===== src/rtl/cpuy_pkg.sv =====
// cpuy_pkg: shared cpuy constants: interrupt controller register map, state type and vectors.
package cpuy_pkg;
    localparam logic [1:0] INTC_CTRL    = 2'd0;
    localparam logic [1:0] INTC_ENABLE  = 2'd1;
    localparam logic [1:0] INTC_EDGE    = 2'd2;
    localparam logic [1:0] INTC_PENDING = 2'd3;

    typedef enum logic {
        INTC_IDLE = 1'b0,
        INTC_REQ  = 1'b1
    } intc_state_e;

    // The core's reset vector sits just below the first interrupt vector.
    localparam logic [11:0] CPUY_RESET_VEC  = 12'h000;
    localparam logic [11:0] CPUY_VEC_BASE   = 12'h010;
    localparam logic [11:0] CPUY_VEC_STRIDE = 12'h010;
endpackage


===== src/rtl/cpuy_intc_prio.sv =====
// cpuy_intc_prio: lowest-index-wins priority encoder with valid flag.
module cpuy_intc_prio #(
    parameter int N = 4
) (
    input  logic [N-1:0] req,
    output logic         valid,
    output logic [2:0]   idx
);
    assign valid = |req;

    always_comb begin
        idx = '0;
        for (int i = N - 1; i >= 0; i--)
            if (req[i]) idx = 3'(i);
    end
endmodule


===== src/rtl/cpuy_intc.sv =====
// cpuy_intc: vectored interrupt controller with per-source mask, edge/level mode,
// fixed priority and optional nesting, handing the CPU a vector over req/ack.
module cpuy_intc
    import cpuy_pkg::*;
#(
    parameter int                NUM_SRC    = 4,
    parameter int                ADDR_W     = 12,
    parameter logic [ADDR_W-1:0] VEC_BASE   = ADDR_W'(CPUY_VEC_BASE),
    parameter logic [ADDR_W-1:0] VEC_STRIDE = ADDR_W'(CPUY_VEC_STRIDE),
    parameter int                NESTING    = 1
) (
    input  logic               clk,
    input  logic               rst,
    input  logic [NUM_SRC-1:0] src_irq,
    input  logic               cfg_we,
    input  logic [1:0]         cfg_addr,
    input  logic [7:0]         cfg_wdata,
    output logic [7:0]         cfg_rdata,
    output logic               irq_req,
    output logic [2:0]         irq_id,
    output logic [ADDR_W-1:0]  irq_vector,
    input  logic               irq_ack,
    input  logic               eoi,
    output logic [NUM_SRC-1:0] in_service
);
    intc_state_e        state_q, state_d;
    logic               gie_q, gie_d, req_q, req_d;
    logic [2:0]         id_q, id_d;
    logic [ADDR_W-1:0]  vec_q, vec_d;
    logic [NUM_SRC-1:0] en_q, en_d, edge_q, edge_d, pend_q, pend_d, isr_q, isr_d, prev_q;
    logic [NUM_SRC-1:0] wdata, blocked, eligible, id_mask, ack_mask, eoi_mask, w1c;
    logic               win_v, top_v, unused_wdata;
    logic [2:0]         win_idx, top_idx;

    assign wdata        = cfg_wdata[NUM_SRC-1:0];
    assign unused_wdata = ^cfg_wdata;
    assign eligible     = pend_q & en_q & ~isr_q;

    cpuy_intc_prio #(.N(NUM_SRC)) u_win (
        .req   (eligible & ~blocked),
        .valid (win_v),
        .idx   (win_idx)
    );

    cpuy_intc_prio #(.N(NUM_SRC)) u_top (
        .req   (isr_q),
        .valid (top_v),
        .idx   (top_idx)
    );

    always_comb begin
        for (int i = 0; i < NUM_SRC; i++)
            blocked[i] = top_v && (NESTING == 0 || 3'(i) >= top_idx);
    end

    always_comb begin
        id_mask  = NUM_SRC'(1) << id_q;
        ack_mask = (state_q == INTC_REQ && irq_ack) ? id_mask : '0;
        eoi_mask = (eoi && top_v) ? NUM_SRC'(1) << top_idx : '0;
        w1c      = (cfg_we && cfg_addr == INTC_PENDING) ? wdata : '0;
        gie_d    = (cfg_we && cfg_addr == INTC_CTRL) ? cfg_wdata[0] : gie_q;
        en_d     = (cfg_we && cfg_addr == INTC_ENABLE) ? wdata : en_q;
        edge_d   = (cfg_we && cfg_addr == INTC_EDGE) ? wdata : edge_q;
        // A new edge beats a same-cycle clear; level bits just track the line.
        pend_d   = (edge_q & ((pend_q & ~(w1c | ack_mask)) | (src_irq & ~prev_q)))
                 | (~edge_q & src_irq);
        isr_d    = (isr_q & ~eoi_mask) | ack_mask;
        state_d  = state_q;
        req_d    = req_q;
        id_d     = id_q;
        vec_d    = vec_q;
        if (state_q == INTC_IDLE) begin
            if (gie_q && win_v) begin
                state_d = INTC_REQ;
                req_d   = 1'b1;
                id_d    = win_idx;
                vec_d   = VEC_BASE + ADDR_W'(win_idx) * VEC_STRIDE;
            end
        end else if (irq_ack || !(|(pend_q & en_q & id_mask)) || !gie_q) begin
            state_d = INTC_IDLE;
            req_d   = 1'b0;
        end
    end

    always_comb begin
        cfg_rdata = cfg_addr == INTC_CTRL   ? {7'd0, gie_q} :
                    cfg_addr == INTC_ENABLE ? 8'(en_q) :
                    cfg_addr == INTC_EDGE   ? 8'(edge_q) : 8'(pend_q);
    end

    always_ff @(posedge clk) begin
        if (rst) begin
            state_q <= INTC_IDLE;
            gie_q   <= 1'b0;
            req_q   <= 1'b0;
            id_q    <= '0;
            vec_q   <= VEC_BASE;
            en_q    <= '0;
            edge_q  <= '0;
            pend_q  <= '0;
            isr_q   <= '0;
            prev_q  <= '0;
        end else begin
            state_q <= state_d;
            gie_q   <= gie_d;
            req_q   <= req_d;
            id_q    <= id_d;
            vec_q   <= vec_d;
            en_q    <= en_d;
            edge_q  <= edge_d;
            pend_q  <= pend_d;
            isr_q   <= isr_d;
            prev_q  <= src_irq;
        end
    end

    assign irq_req    = req_q;
    assign irq_id     = id_q;
    assign irq_vector = vec_q;
    assign in_service = isr_q;
endmodule


===== config.mk =====
export PLATFORM = sky130hd
export DESIGN_NAME = cpuy_intc
export DESIGN_NICKNAME = d
export VERILOG_FILES = /design/src/rtl/cpuy_pkg.sv /design/src/rtl/cpuy_intc_prio.sv /design/src/rtl/cpuy_intc.sv
export SDC_FILE = /design/constraint.sdc
export NUM_CORES = 1
export LEC_CHECK = 0
export ABC_AREA = 0
export CORE_ASPECT_RATIO = 0.9
export CORE_MARGIN = 2
export CORE_UTILIZATION = 35
export CTS_CLUSTER_DIAMETER = 60
export CTS_CLUSTER_SIZE = 8
export DETAILED_ROUTE_END_ITERATION = 10
export PLACE_DENSITY_LB_ADDON = 0.12
export SETUP_SLACK_MARGIN = 0.02
export SYNTH_ARGS = -nofsm -noshare
export SYNTH_HDL_FRONTEND = slang
export SYNTH_SLANG_ARGS = --single-unit

===== constraint.sdc =====
create_clock -name clk -period 1.4 [get_ports clk]
set_clock_uncertainty 0.15 [all_clocks]
set_input_delay 0.14 -clock clk [delete_from_list [all_inputs] [get_ports clk]]
set_output_delay 0.14 -clock clk [all_outputs]
set_load 0.005 [all_outputs]

# Word-level counts from Yosys, hierarchy flattened
# Index checks and enable logic that the tools add are counted.
# word_totals
register_bits	38
latch_bits	0
ramBits	0
romBits	0
input_bits	19
output_inout_bits	28
wordCells	83
memories	0
# op_classes
addsub	1
mul	0
div	0
order_cmp	4
n_eq_ne	4
shift	2
mux	20
n_bitwise	20
n_reduce_logical	22
# ops
op	n
AND 4 bit	9
two-way mux 4 bit	6
NOT 4 bit	6
two-way mux 2 bit	8
OR 4 bit	4
OR reduction 4 bit	3
logical AND 1 bit	11
adder 5 x 7 -> 8 bit (first input constant)	1
<< shifter 1 x 3 -> 4 bit (first input constant)	2
>= comparator 1 x 3 -> 1 bit (first input constant)	2
>= comparator 2 x 3 -> 1 bit (first input constant)	2
two-way mux 1 bit	6
== test 2 bit (second input constant)	2
AND reduction 2 bit	2
== test 2 x 1 -> 1 bit (second input constant)	1
zero test 1 bit	2
zero test 2 bit	1
logical OR 1 bit	2
inequality test 2 x 1 -> 1 bit (second input constant)	1
nonzero test 2 bit	1
NOT 1 bit	1

# Longest topological paths before layout
# Gate-level depths: netlist of run 1.
# logic_depth
depth_word	13
depth_mapped	6
ltp_nobuf	4

# Hierarchy
# Synthesis of run 1 repeated with hierarchy kept, for this count alone.
# hier_totals
cells_unflattened	184
area_unflattened_um2	1556.5
# modules_own_cells
module	n_inst	cells_each	area_each_um2	seq_area_each_um2
cpuy_intc	1	166	1463.9	600.6
cpuy_intc_prio	2	9	46.3	0.0

# Worst setup path after synthesis of run 1
# Ideal clock, no wire load.
# synth_timing
path_kind	reg-to-reg
from	register id_q[0] (netlist: irq_id[0])
to	register req_q (netlist: irq_req)
arrival_time_ns	1.379
required_time_ns	1.176
path_slack_ns	-0.203
stages_incl_launch_ff	4
n_path_buf	0
path_cell_list	dfxtp_1 -> mux4_2 -> o32a_1 -> a31oi_1
# synth_between
elab_chain_cells	8
# synth_lines
element	line	text
start: declaration	cpuy_intc.sv:28	logic [2:0] id_q, id_d;
start signal: assignment	cpuy_intc.sv:107	id_q <= id_d;
<< shifter 1 x 3 -> 4 bit	cpuy_intc.sv:57	id_mask = NUM_SRC'(1) << id_q;
AND 4 bit	cpuy_intc.sv:79	end else if (irq_ack || !(|(pend_q & en_q & id_mask)) || !gie_q) begin
OR reduction 4 bit	cpuy_intc.sv:79	
zero test 1 bit	cpuy_intc.sv:79	
logical OR 1 bit (2 in series)	cpuy_intc.sv:79	
inequality test 2 x 1 -> 1 bit (no line)	n/a	
AND reduction 2 bit (no line)	n/a	
end signal: assignment	cpuy_intc.sv:106	req_q <= req_d;
end: declaration	cpuy_intc.sv:27	logic gie_q, gie_d, req_q, req_d;
# Every way passes these cells.
# A chain may end at the register's enable or synchronous reset.

# Worst setup path in the final report of run 1
# layout_timing
from	register pend_q[3]
to	register req_q (netlist: irq_req)
# layout_between
elab_chain_cells	8
# layout_lines
element	line	text
start: declaration	cpuy_intc.sv:30	logic [NUM_SRC-1:0] en_q, en_d, edge_q, edge_d, pend_q, pend_d, isr_q, isr_d, prev_q;
start signal: assignment	cpuy_intc.sv:111	pend_q <= pend_d;
AND 4 bit (*)	cpuy_intc.sv:37, cpuy_intc.sv:79	
AND 4 bit	cpuy_intc.sv:79	
OR reduction 4 bit	cpuy_intc.sv:79	
zero test 1 bit	cpuy_intc.sv:79	
logical OR 1 bit (2 in series)	cpuy_intc.sv:79	
inequality test 2 x 1 -> 1 bit (no line)	n/a	
AND reduction 2 bit (no line) (*)	n/a	
# Every way passes the cells marked *; elsewhere a longest branch is shown, timed or not.

==> results by group, run 1 <==
Synthesis
  • Synth Area in Simple Gates: 21.5%
  • Total of warnings raised by yosys: 0
  • Primary FF master, synth: sky130_fd_sc_hd__dfxtp_1
  • Async set or reset register ratio after synthesis: 0%
  • Post-synthesis cell area: 0.00140 mm²
  • Fraction of post-synthesis cell area in the top cell type by area: 39.9%
  • Adder and majority cell fraction of the synthesized area: 0%
  • Instance count of the mapped netlist: 161
  • Register area share after synthesis: 39.9%
  • #FFs+latches synth: 28
  • Xor and xnor area share after synthesis: 0%
  • Post-synth EDFFs: 0
  • Synth area leaders: sky130_fd_sc_hd__dfxtp_1 (40%), sky130_fd_sc_hd__buf_4 (7.5%), sky130_fd_sc_hd__nand2_1 (5.9%)
  • Compound-cell area share of the yosys netlist: 19.2%
  • Mux contribution to synthesized area: 8.47%
  • Most area-hungry cell type in the Yosys netlist: sky130_fd_sc_hd__dfxtp_1
  • Post-synthesis area per instance: 8.72 µm²
  • Count of unique library cells instantiated by Yosys: 36
  • Main combinational cell family by area after synthesis: simple AND/OR/NAND/NOR gates

Placement
  • Instance count after placement with tap cells included: 256
  • GPL Wtd Cong: 0.883
  • Placement-stage cell area: 0.00189 mm²
  • Half-perimeter wire length after placement: 2.75 mm
  • Number of buffers added on ports: 28

Detailed routing
  • Via/cell ratio: 5.04
  • DR DRC count: 0
  • ANT nets after route: 0
  • DRT iter0 DRCs: 86
  • Initial DRT Pass Iterations: 4
  • Number of vias in the routed layout: 1,341
  • Routed WL per cell: 13.6 µm
  • Aggregate routed wire length: 3.62 mm

Timing
  • Setup TNS: -1.61 ns
  • Final hold vios: 0
  • Setup repair after global routing missed its margin: yes
  • Share of the cycle needed by the critical path after routing: 116%
  • Crit path time final: 1.63 ns
  • Highest achievable clock rate: 614 MHz
  • Final-report setup violation count: 11
  • Number of pins exceeding their max-slew limit in the final report: 0
  • Min setup slack post-route: -0.228 ns

GRT
  • Vias in the first global route: 1,242
  • Global-route congestion overflow total: 0
  • Initial antenna violation count: 0
  • Global-route wire length before repair: 5.75 mm
  • Largest net degree at the start of global routing: 29
  • Total Routing Usage GR: 16.1%

Clock network
  • Deepest clock path buffer count: 2
  • Clock root cell: sky130_fd_sc_hd__clkbuf_8
  • Clock insertion delay at the later pin of the skew report: 0.27 ns
  • Number of clock sinks seen by CTS: 28
  • H-Tree Level Count: 1
  • CTS tree: built
  • Cts bufs inserted: 3
  • Clock transition at the registers of the reported paths: 0.09 ns

Die
  • Die Width: 70.8 µm
  • I/O pin total: 47
  • Floorplan row count: 21
  • Overall die area: 0.00453 mm²
  • Initial cell density of the core: 37.1%
  • Placeable Area: 0.00378 mm²
  • Die H: 64.1 µm

Hold path
  • Worst Hold Launch: cfg_addr[1]
  • WHS Endpoint: gie_q
  • Worst Hold Class: primary input to flop
  • Hold Path Depth: 4

Critical path
  • Setup Crit Path Kind: flop to flop
  • Capture point of the worst reg-to-reg path: irq_req
  • Worst-case reg-to-reg path depth: 5
  • CP startpoint kind: flop
  • Worst Setup End Kind: flop
  • FF-to-FF setup slack: -0.23 ns
  • WP data arrival: 1.69 ns
  • Worst flop-to-flop path startpoint: pend_q[3]
  • Worst-path fanout max: 3
  • Data required time at the worst endpoint: 1.46 ns

Cells and area
  • Layout cells sized above 1: 35.5%
  • Diodes inserted: 0
  • Most common library cell in the layout ignoring fill and taps: sky130_fd_sc_hd__buf_4
  • Core occupancy in the finished layout: 53.6%
  • Fill cell total of the finished layout: 355
  • Final design instance area without fill: 0.00203 mm²
  • Area Overhead vs Synth: 44.5%
  • Non-filler instance count after layout: 266
  • Highest-count cells in the layout ignoring fill and taps: sky130_fd_sc_hd__buf_4 (32), sky130_fd_sc_hd__nand2_1 (21), sky130_fd_sc_hd__conb_1 (14)
  • Nets@finish: 240

Power
  • Leakage Power: 0.875 nW
  • Pwr Total: 1.53 mW
  • Worst vdd rail ir drop: 0.534 mV
  • Power per cell area: 755 mW/mm²

Status
  • Result of the run: finished with violations
  • Violated checks: negative setup slack

Job
  • Max cap viols: 0
==> Yosys cell counts, types with 5 or more instances <==
| cell type | number |
|---|---|
| sky130_fd_sc_hd__dfxtp_1 | 28 |
| sky130_fd_sc_hd__nand2_1 | 22 |
| sky130_fd_sc_hd__a21oi_1 | 15 |
| sky130_fd_sc_hd__buf_4 | 14 |
| sky130_fd_sc_hd__nand3_1 | 9 |
| sky130_fd_sc_hd__a22o_1 | 6 |
| sky130_fd_sc_hd__nor2_1 | 6 |
| sky130_fd_sc_hd__nor2b_1 | 6 |
| sky130_fd_sc_hd__a211oi_1 | 5 |
| sky130_fd_sc_hd__clkbuf_1 | 5 |
| sky130_fd_sc_hd__o21ai_0 | 5 |
==> repair_timing <==
action                     in CTS  in global routing
setup endpoints to repair      30                 13
gates resized for setup        40                 12
setup buffers                   3                  3
pin swaps                       5                  9
hold buffers                    0                  0
==> logic make-up after synthesis <==
group / count (synthesis)
mux: 9
compound gates: 40
simple gates: 59
buf+inv: 24
flops: 28
other cells: 1
==> sequential cells by signal (all words and copies together) (netlist names) <==
register,cells
irq_vector,3
edge_q,4
irq_req,1
state_q,1
prev_q,4
in_service,4
irq_id,2
en_q,4
pend_q,4
gie_q,1
==> layout make-up <==
cell class	instances	area [µm²]	area share, %
Clock buffer	4	55.1	2.71
Sequential cell	28	592	29.2
Inverter	3	11.3	0.555
Timing Repair Buffer	63	520	25.7
Multi-Input combinational cell	122	792	39.0
Tap cell	46	57.6	2.84
==> critical path: stages, from the launching register on <==
cell	delay, ns
sky130_fd_sc_hd__dfxtp_2	0.34
sky130_fd_sc_hd__buf_6	0.10
sky130_fd_sc_hd__nand2_2	0.04
sky130_fd_sc_hd__mux4_2	0.47
sky130_fd_sc_hd__o32a_1	0.32
sky130_fd_sc_hd__a31oi_1	0.13
==> per-stage QoR <==
step / setup slack, ns / hold WS [ns]
floorplan: -0.0809 / 0.130
global placement: -0.618 / 0.301
detailed placement: -0.638 / 0.302
CTS: -0.220 / 0.242
global route: -0.326 / 0.297
finish: -0.228 / 0.249
==> routing by layer <==
layer	vias up	routed length [µm]	global-route usage, %
met4	0	15	3.30
met1	642	1690	21.6
met3	2	176	3.94
met5	-	0	0
li1	664	-	-
met2	33	1740	26.5
==> worst max path at each step <==
stage / startpoint / endpoint / depth (start not counted)
5_1_grt: pend_q[3] / irq_req / 5
3_3_place_gp: cfg_addr[0] / cfg_rdata[2] / 4
3_5_place_dp: cfg_addr[0] / cfg_rdata[2] / 4
2_1_floorplan: pend_q[2] / irq_req / 4
6_report: pend_q[3] / irq_req / 5
4_1_cts: pend_q[3] / irq_req / 5
==> report_power, final <==
group | leakage [nW] | total (mW) | switching (mW) | internal [mW]
clock network | 0.0288 | 0.493 | 0.241 | 0.252
logic | 0.609 | 0.207 | 0.0923 | 0.115
registers | 0.237 | 0.831 | 0.0162 | 0.815
No activity file was read; power rests on OpenSTA's default activity.
==> run 2, diff against run 1 <==
Settings changed: GPL_TIMING_DRIVEN set to 0, SETUP_SLACK_MARGIN 0.02 to 0.15.
==> run 2 against run 1 <==
  * Total power is 2.1% lower
  * Design area is 4.8% lower
  * Critical endpoint unchanged
  * Critical path depth stayed put
  * Utilization is 2.6 points lower
  * Register-to-register slack better by 0.03 ns
  * Via count is 2.6% lower
  * The flow still finishes with violations (negative setup slack)
==> results by group, run 2 (same netlist as run 1, synthesis figures left out) <==
Clock network
  • H-Tree Level Count: 1 (unchanged)
  • Clock root cell: sky130_fd_sc_hd__clkbuf_8 (unchanged)
  • Deepest clock path buffer count: 2 (unchanged)
  • CTS tree: built (unchanged)
  • Number of clock sinks seen by CTS: 28 (unchanged)
  • Clock transition at the registers of the reported paths: 0.09 ns (about the same)
  • Clock insertion delay at the later pin of the skew report: 0.28 ns (was 0.27 ns)
  • Cts bufs inserted: 3 (unchanged)

Timing
  • Final-report setup violation count: 15 (was 11)
  • Highest achievable clock rate: 626 MHz (was 614 MHz)
  • Final hold vios: 0 (unchanged)
  • Crit path time final: 1.60 ns (was 1.63 ns)
  • Min setup slack post-route: -0.196 ns (was -0.228 ns)
  • Number of pins exceeding their max-slew limit in the final report: 0 (unchanged)
  • Setup repair after global routing missed its margin: yes (unchanged)
  • Worst-case hold slack: 0.127 ns (was 0.249 ns)
  • Share of the cycle needed by the critical path after routing: 114% (was 116%)

Power
  • Power per cell area: 776 mW/mm² (was 755 mW/mm²)
  • Worst vdd rail ir drop: 0.342 mV (was 0.534 mV)
  • Leakage Power: 0.814 nW (was 0.875 nW)
  • Pwr Total: 1.50 mW (was 1.53 mW)

Detailed routing
  • ANT nets after route: 0 (unchanged)
  • Via/cell ratio: 5.06 (was 5.04)
  • Routed WL per cell: 13.9 µm (was 13.6 µm)
  • Initial DRT Pass Iterations: 4 (unchanged)
  • DRT iter0 DRCs: 66 (was 86)
  • Aggregate routed wire length: 3.60 mm (was 3.62 mm)
  • DR DRC count: 0 (unchanged)
  • Number of vias in the routed layout: 1,306 (was 1,341)

Cells and area
  • Total area of multi-input combinational cells: 769 µm² (was 792 µm²)
  • Diodes inserted: 0 (unchanged)
  • Register cell area after layout: 596 µm² (was 592 µm²)
  • Area Overhead vs Synth: 37.5% (was 44.5%)
  • Layout cells sized above 1: 33.5% (was 35.5%)
  • Nets@finish: 232 (was 240)
  • Non-filler instance count after layout: 258 (was 266)
  • Highest-count cells in the layout ignoring fill and taps: sky130_fd_sc_hd__nand2_1 (22), sky130_fd_sc_hd__buf_4 (22), sky130_fd_sc_hd__dfxtp_2 (19) (was sky130_fd_sc_hd__buf_4 (32), sky130_fd_sc_hd__nand2_1 (21), sky130_fd_sc_hd__conb_1 (14))
  • Fill cell total of the finished layout: 361 (was 355)

Die
  • Floorplan row count: 21 (unchanged)
  • Die Width: 70.8 µm (unchanged)
  • Overall die area: 0.00453 mm² (unchanged)
  • Die H: 64.1 µm (unchanged)
  • Initial cell density of the core: 37.1% (unchanged)
  • I/O pin total: 47 (unchanged)
  • Placeable Area: 0.00378 mm² (unchanged)

GRT
  • Global-route congestion overflow total: 0 (unchanged)
  • Vias in the first global route: 1,224 (was 1,242)
  • Initial antenna violation count: 0 (unchanged)
  • Largest net degree at the start of global routing: 16 (was 29)
  • Total Routing Usage GR: 16.6% (was 16.1%)
  • Global-route wire length before repair: 5.98 mm (was 5.75 mm)

Critical path
  • Worst-path fanout max: 2 (was 3)
  • Worst Setup End Kind: flop (unchanged)
  • CP startpoint kind: flop (unchanged)
  • WP data arrival: 1.66 ns (was 1.69 ns)
  • Setup Crit Path Kind: flop to flop (unchanged)
  • Data required time at the worst endpoint: 1.46 ns (about the same)

Placement
  • Instance count after placement with tap cells included: 245 (was 256)
  • Half-perimeter wire length after placement: 2.61 mm (was 2.75 mm)
  • Number of buffers added on ports: 25 (was 28)
  • GPL Wtd Cong: 0.903 (was 0.883)
  • Place WS: -0.610 ns (was -0.638 ns)

Status
  • Result of the run: finished with violations (unchanged)
  • Violated checks: negative setup slack (unchanged)

Hold path
  • Worst Hold Class: primary input to flop (unchanged)

Job
  • Max cap viols: 0 (unchanged)
## run 2: cell count changes in the layout (fill, tap and decap cells not counted), moves of 3 or more
cell and change:
sky130_fd_sc_hd__dlygate4sd2_1 -4, sky130_fd_sc_hd__dfxtp_1 -5, sky130_fd_sc_hd__buf_4 -10, sky130_fd_sc_hd__clkbuf_1 +3, sky130_fd_sc_hd__dfxtp_2 +6
## run 2: stage by stage
stage	area [µm²]	setup TNS, ns	util (%)
4_1_cts	1920	-1.87	50.7
5_1_grt	1930	-2.60	51.0
2_1_floorplan	1480	-0.320	-
6_report	1930	-1.72	51.0
3_5_place_dp	1790	-9.48	47.2
3_3_place_gp	1790	-9.40	47.2
## run 2: critical path, cell delays in order, from the launching register on
cell	delay, ns
sky130_fd_sc_hd__dfxtp_2	0.34
sky130_fd_sc_hd__buf_6	0.10
sky130_fd_sc_hd__nand2_4	0.04
sky130_fd_sc_hd__mux4_2	0.46
sky130_fd_sc_hd__o32a_1	0.32
sky130_fd_sc_hd__a31oi_1	0.13
## run 2: path summary, 6_finish.rpt
kind,start,to,slack (ns),cells past startpoint
setup / recovery,pend_q[2],irq_req,-0.20,5
hold / removal,cfg_we,en_q[2],0.13,3
setup reg to reg,pend_q[2],irq_req,-0.20,5
hold reg to reg,irq_req,irq_req,0.32,2
## run 2: layer usage
| metal | global-route usage, % | vias to the layer above | part of all wire [%] |
|---|---|---|---|
| met2 | 26.9 | 48 | 46 |
| met1 | 22.8 | 602 | 47 |
| li1 | - | 651 | - |
| met3 | 2.37 | 5 | 5.9 |
| met5 | 0 | - | 0 |
| met4 | 5.66 | 0 | 1.5 |
## run 2: area by class of cell
class | instances | share of cell area (%)
Sequential cell | 28 | 30.8
Clock buffer | 4 | 2.33
Inverter | 3 | 0.583
Multi-Input combinational cell | 122 | 39.9
Tap cell | 46 | 2.98
Timing Repair Buffer | 34 | 15.4
Buffer | 21 | 8.04
## run 2: report_power, final
part / internal, mW / total [mW] / switching, mW
Sequential: 0.817 / 0.834 / 0.0171
Combinational: 0.118 / 0.211 / 0.0930
Clock: 0.204 / 0.454 / 0.250
## run 2: what timing repair did
item / 4_1_cts / 5_1_grt
gates resized for setup: 47 / 4
setup buffers: 7 / 2
pin swaps: 6 / 2
setup endpoints to repair: 35 / 24
hold buffers: 0 / 0
==> run 3, diff against run 2 <==
--- a/config.mk
+++ b/config.mk
@@ -9,9 +9,10 @@
 export CORE_ASPECT_RATIO = 0.9
 export CORE_MARGIN = 2
-export CORE_UTILIZATION = 35
+export CORE_UTILIZATION = 41
 export CTS_CLUSTER_DIAMETER = 60
 export CTS_CLUSTER_SIZE = 8
 export DETAILED_ROUTE_END_ITERATION = 10
 export GPL_TIMING_DRIVEN = 0
+export MAX_ROUTING_LAYER = met4
 export PLACE_DENSITY_LB_ADDON = 0.12
 export SETUP_SLACK_MARGIN = 0.15
==> constraint.sdc (replaced) <==
create_clock -name clk -period 1.4 [get_ports clk]
set_clock_uncertainty 0.15 [all_clocks]
set_input_delay 0.14 -clock clk [delete_from_list [all_inputs] [get_ports clk]]
set_output_delay 0.14 -clock clk [all_outputs]
set_load 0.1 [all_outputs]
==> run 3 against run 2 <==
  * Critical path depth decreased by 3
  * Design area increased by 8.1%
  * Register-to-register slack about the same
  * Die area decreased by 14%
  * Critical endpoint is now cfg_rdata[0]
  * The run still ends with negative setup slack left
  * Routed wire length increased by 0.89%
  * Utilization increased by 12 points
  * Setup slack got worse by 0.014 ns
  * Maximum frequency decreased by 0.85%
  * Combinational power increased by 100%
  * Largest power group unchanged
  * Clock power increased by 11%
  * Flip-flop and latch count unchanged
  * Non-clock buffer count decreased by 1
==> results by group, run 3 (same netlist as run 1, synthesis figures left out) <==
Cells and area
  • Most common library cell in the layout ignoring fill and taps: sky130_fd_sc_hd__buf_4
  • Diodes inserted: 0 (unchanged)
  • Final design instance area without fill: 0.00209 mm² (was 0.00193 mm²)
  • Nets@finish: 231 (was 232)
  • Layout cells sized above 1: 41.2% (was 33.5%)
  • Area Overhead vs Synth: 48.7% (was 37.5%)
  • Highest-count cells in the layout ignoring fill and taps: sky130_fd_sc_hd__buf_4 (25), sky130_fd_sc_hd__nand2_1 (20), sky130_fd_sc_hd__conb_1 (14) (was sky130_fd_sc_hd__nand2_1 (22), sky130_fd_sc_hd__buf_4 (22), sky130_fd_sc_hd__dfxtp_2 (19))

Die
  • Placeable Area: 0.00333 mm² (was 0.00378 mm²)
  • I/O pin total: 47 (unchanged)
  • Overall die area: 0.00391 mm² (was 0.00453 mm²)
  • Die Width: 65.7 µm (was 70.8 µm)
  • Floorplan row count: 20 (was 21)
  • Initial cell density of the core: 42.2% (was 37.1%)
  • Die H: 59.5 µm (was 64.1 µm)

Clock network
  • Hold Buf Count CTS: 0 (unchanged)
  • CTS tree: built (unchanged)
  • Number of clock sinks seen by CTS: 28 (unchanged)
  • Cts bufs inserted: 3 (unchanged)
  • Clock insertion delay at the later pin of the skew report: 0.27 ns (was 0.28 ns)
  • H-Tree Level Count: 1 (unchanged)
  • Clock transition at the registers of the reported paths: 0.09 ns (about the same)
  • Deepest clock path buffer count: 2 (unchanged)
  • Clock root cell: sky130_fd_sc_hd__clkbuf_8 (unchanged)

Timing
  • Share of the cycle needed by the critical path after routing: 115% (was 114%)
  • Setup TNS: -2.03 ns (was -1.72 ns)
  • Crit path time final: 1.61 ns (was 1.60 ns)
  • Setup repair after global routing missed its margin: yes (unchanged)
  • Min setup slack post-route: -0.210 ns (was -0.196 ns)
  • Highest achievable clock rate: 621 MHz (was 626 MHz)
  • Number of pins exceeding their max-slew limit in the final report: 0 (unchanged)
  • Final hold vios: 0 (unchanged)
  • Final-report setup violation count: 12 (was 15)

GRT
  • Global-route congestion overflow total: 0 (unchanged)
  • Vias in the first global route: 1,223 (was 1,224)
  • Initial antenna violation count: 0 (unchanged)
  • Global-route wire length before repair: 5.82 mm (was 5.98 mm)
  • Total Routing Usage GR: 20.1% (was 16.6%)
  • Largest net degree at the start of global routing: 16 (unchanged)

Detailed routing
  • DR DRC count: 0 (unchanged)
  • Via/cell ratio: 5.13 (was 5.06)
  • Initial DRT Pass Iterations: 4 (unchanged)
  • Number of vias in the routed layout: 1,307 (was 1,306)
  • Aggregate routed wire length: 3.63 mm (was 3.60 mm)
  • DRT iter0 DRCs: 39 (was 66)
  • Routed WL per cell: 14.2 µm (was 13.9 µm)
  • ANT nets after route: 0 (unchanged)

Critical path
  • WP data arrival: 1.32 ns (was 1.66 ns)
  • Worst-path fanout max: 4 (was 2)
  • Worst flop-to-flop path startpoint: in_service[0] (was pend_q[2])
  • Timing startpoint of the critical path: pend_q[0] (was pend_q[2])
  • Worst Setup End Kind: output pin (was flop)
  • Data required time at the worst endpoint: 1.11 ns (was 1.46 ns)
  • Setup Crit Path Kind: flop to output pin (was flop to flop)
  • CP startpoint kind: flop (unchanged)

Placement
  • Placement-stage cell area: 0.00183 mm² (was 0.00179 mm²)
  • Place WS: -0.789 ns (was -0.610 ns)
  • Half-perimeter wire length after placement: 2.60 mm (was 2.61 mm)
  • GPL Wtd Cong: 0.912 (was 0.903)
  • Number of buffers added on ports: 25 (unchanged)

Hold path
  • Worst Hold Launch: cfg_addr[0] (was cfg_we)
  • Worst Hold Class: primary input to flop (unchanged)

Power
  • Leakage Power: 0.849 nW (was 0.814 nW)
  • Power per cell area: 845 mW/mm² (was 776 mW/mm²)
  • Worst vdd rail ir drop: 0.546 mV (was 0.342 mV)
  • Pwr Total: 1.76 mW (was 1.50 mW)

Status
  • Result of the run: finished with violations (unchanged)
  • Violated checks: negative setup slack (unchanged)

Job
  • Max cap viols: 0 (unchanged)
[run 3: final cells by class]
cell class	count	area, µm²
clock buffers	4	55.1
flip-flops and latches	28	604
plain buffers	21	171
well taps	44	55.1
fillers	303	1240
multi-input cells	122	820
repair buffers	33	370
inverters	3	11.3
[run 3: worst paths after layout]
path	to	slack, ns	cells past startpoint
max	cfg_rdata[0]	-0.21	2
min	gie_q	0.07	4
max reg2reg	irq_vector[6]	-0.21	4
min reg2reg	irq_req	0.31	2
[run 3: metal layers]
layer  GRT usage (%)  routed length [µm]  vias up
met5               -                   0        -
met2            32.0                1680       39
met4            5.95                  40        0
li1                -                   -      649
met3            3.23                 190        4
met1            26.3                1720      615
[run 3: what timing repair did]
action	4_1_cts	5_1_grt
gates resized for setup	130	11
setup endpoints to repair	35	24
setup buffers	8	0
pin swaps	8	3
[run 3: power breakdown]
group          internal (mW)  switching [mW]  leakage (nW)
combinational          0.138           0.293         0.581
sequential             0.807          0.0200         0.239
clock                  0.252           0.254        0.0288
total                   1.20           0.567         0.849
[run 3: worst max-delay path: stages, from the launching register on]
cell                      delay (ns)
sky130_fd_sc_hd__dfxtp_2        0.36
sky130_fd_sc_hd__mux4_2         0.49
sky130_fd_sc_hd__buf_8          0.19
[run 3: metrics by stage]
stage          hold slack (ns)  instances  utilization [%]
6_report                0.0709        255             62.7
5_1_grt                  0.101        255             62.7
4_1_cts                 0.0643        255             61.7
3_5_place_dp             0.302        243             55.0
3_3_place_gp             0.302        243             55.0
2_1_floorplan            0.134        174                -
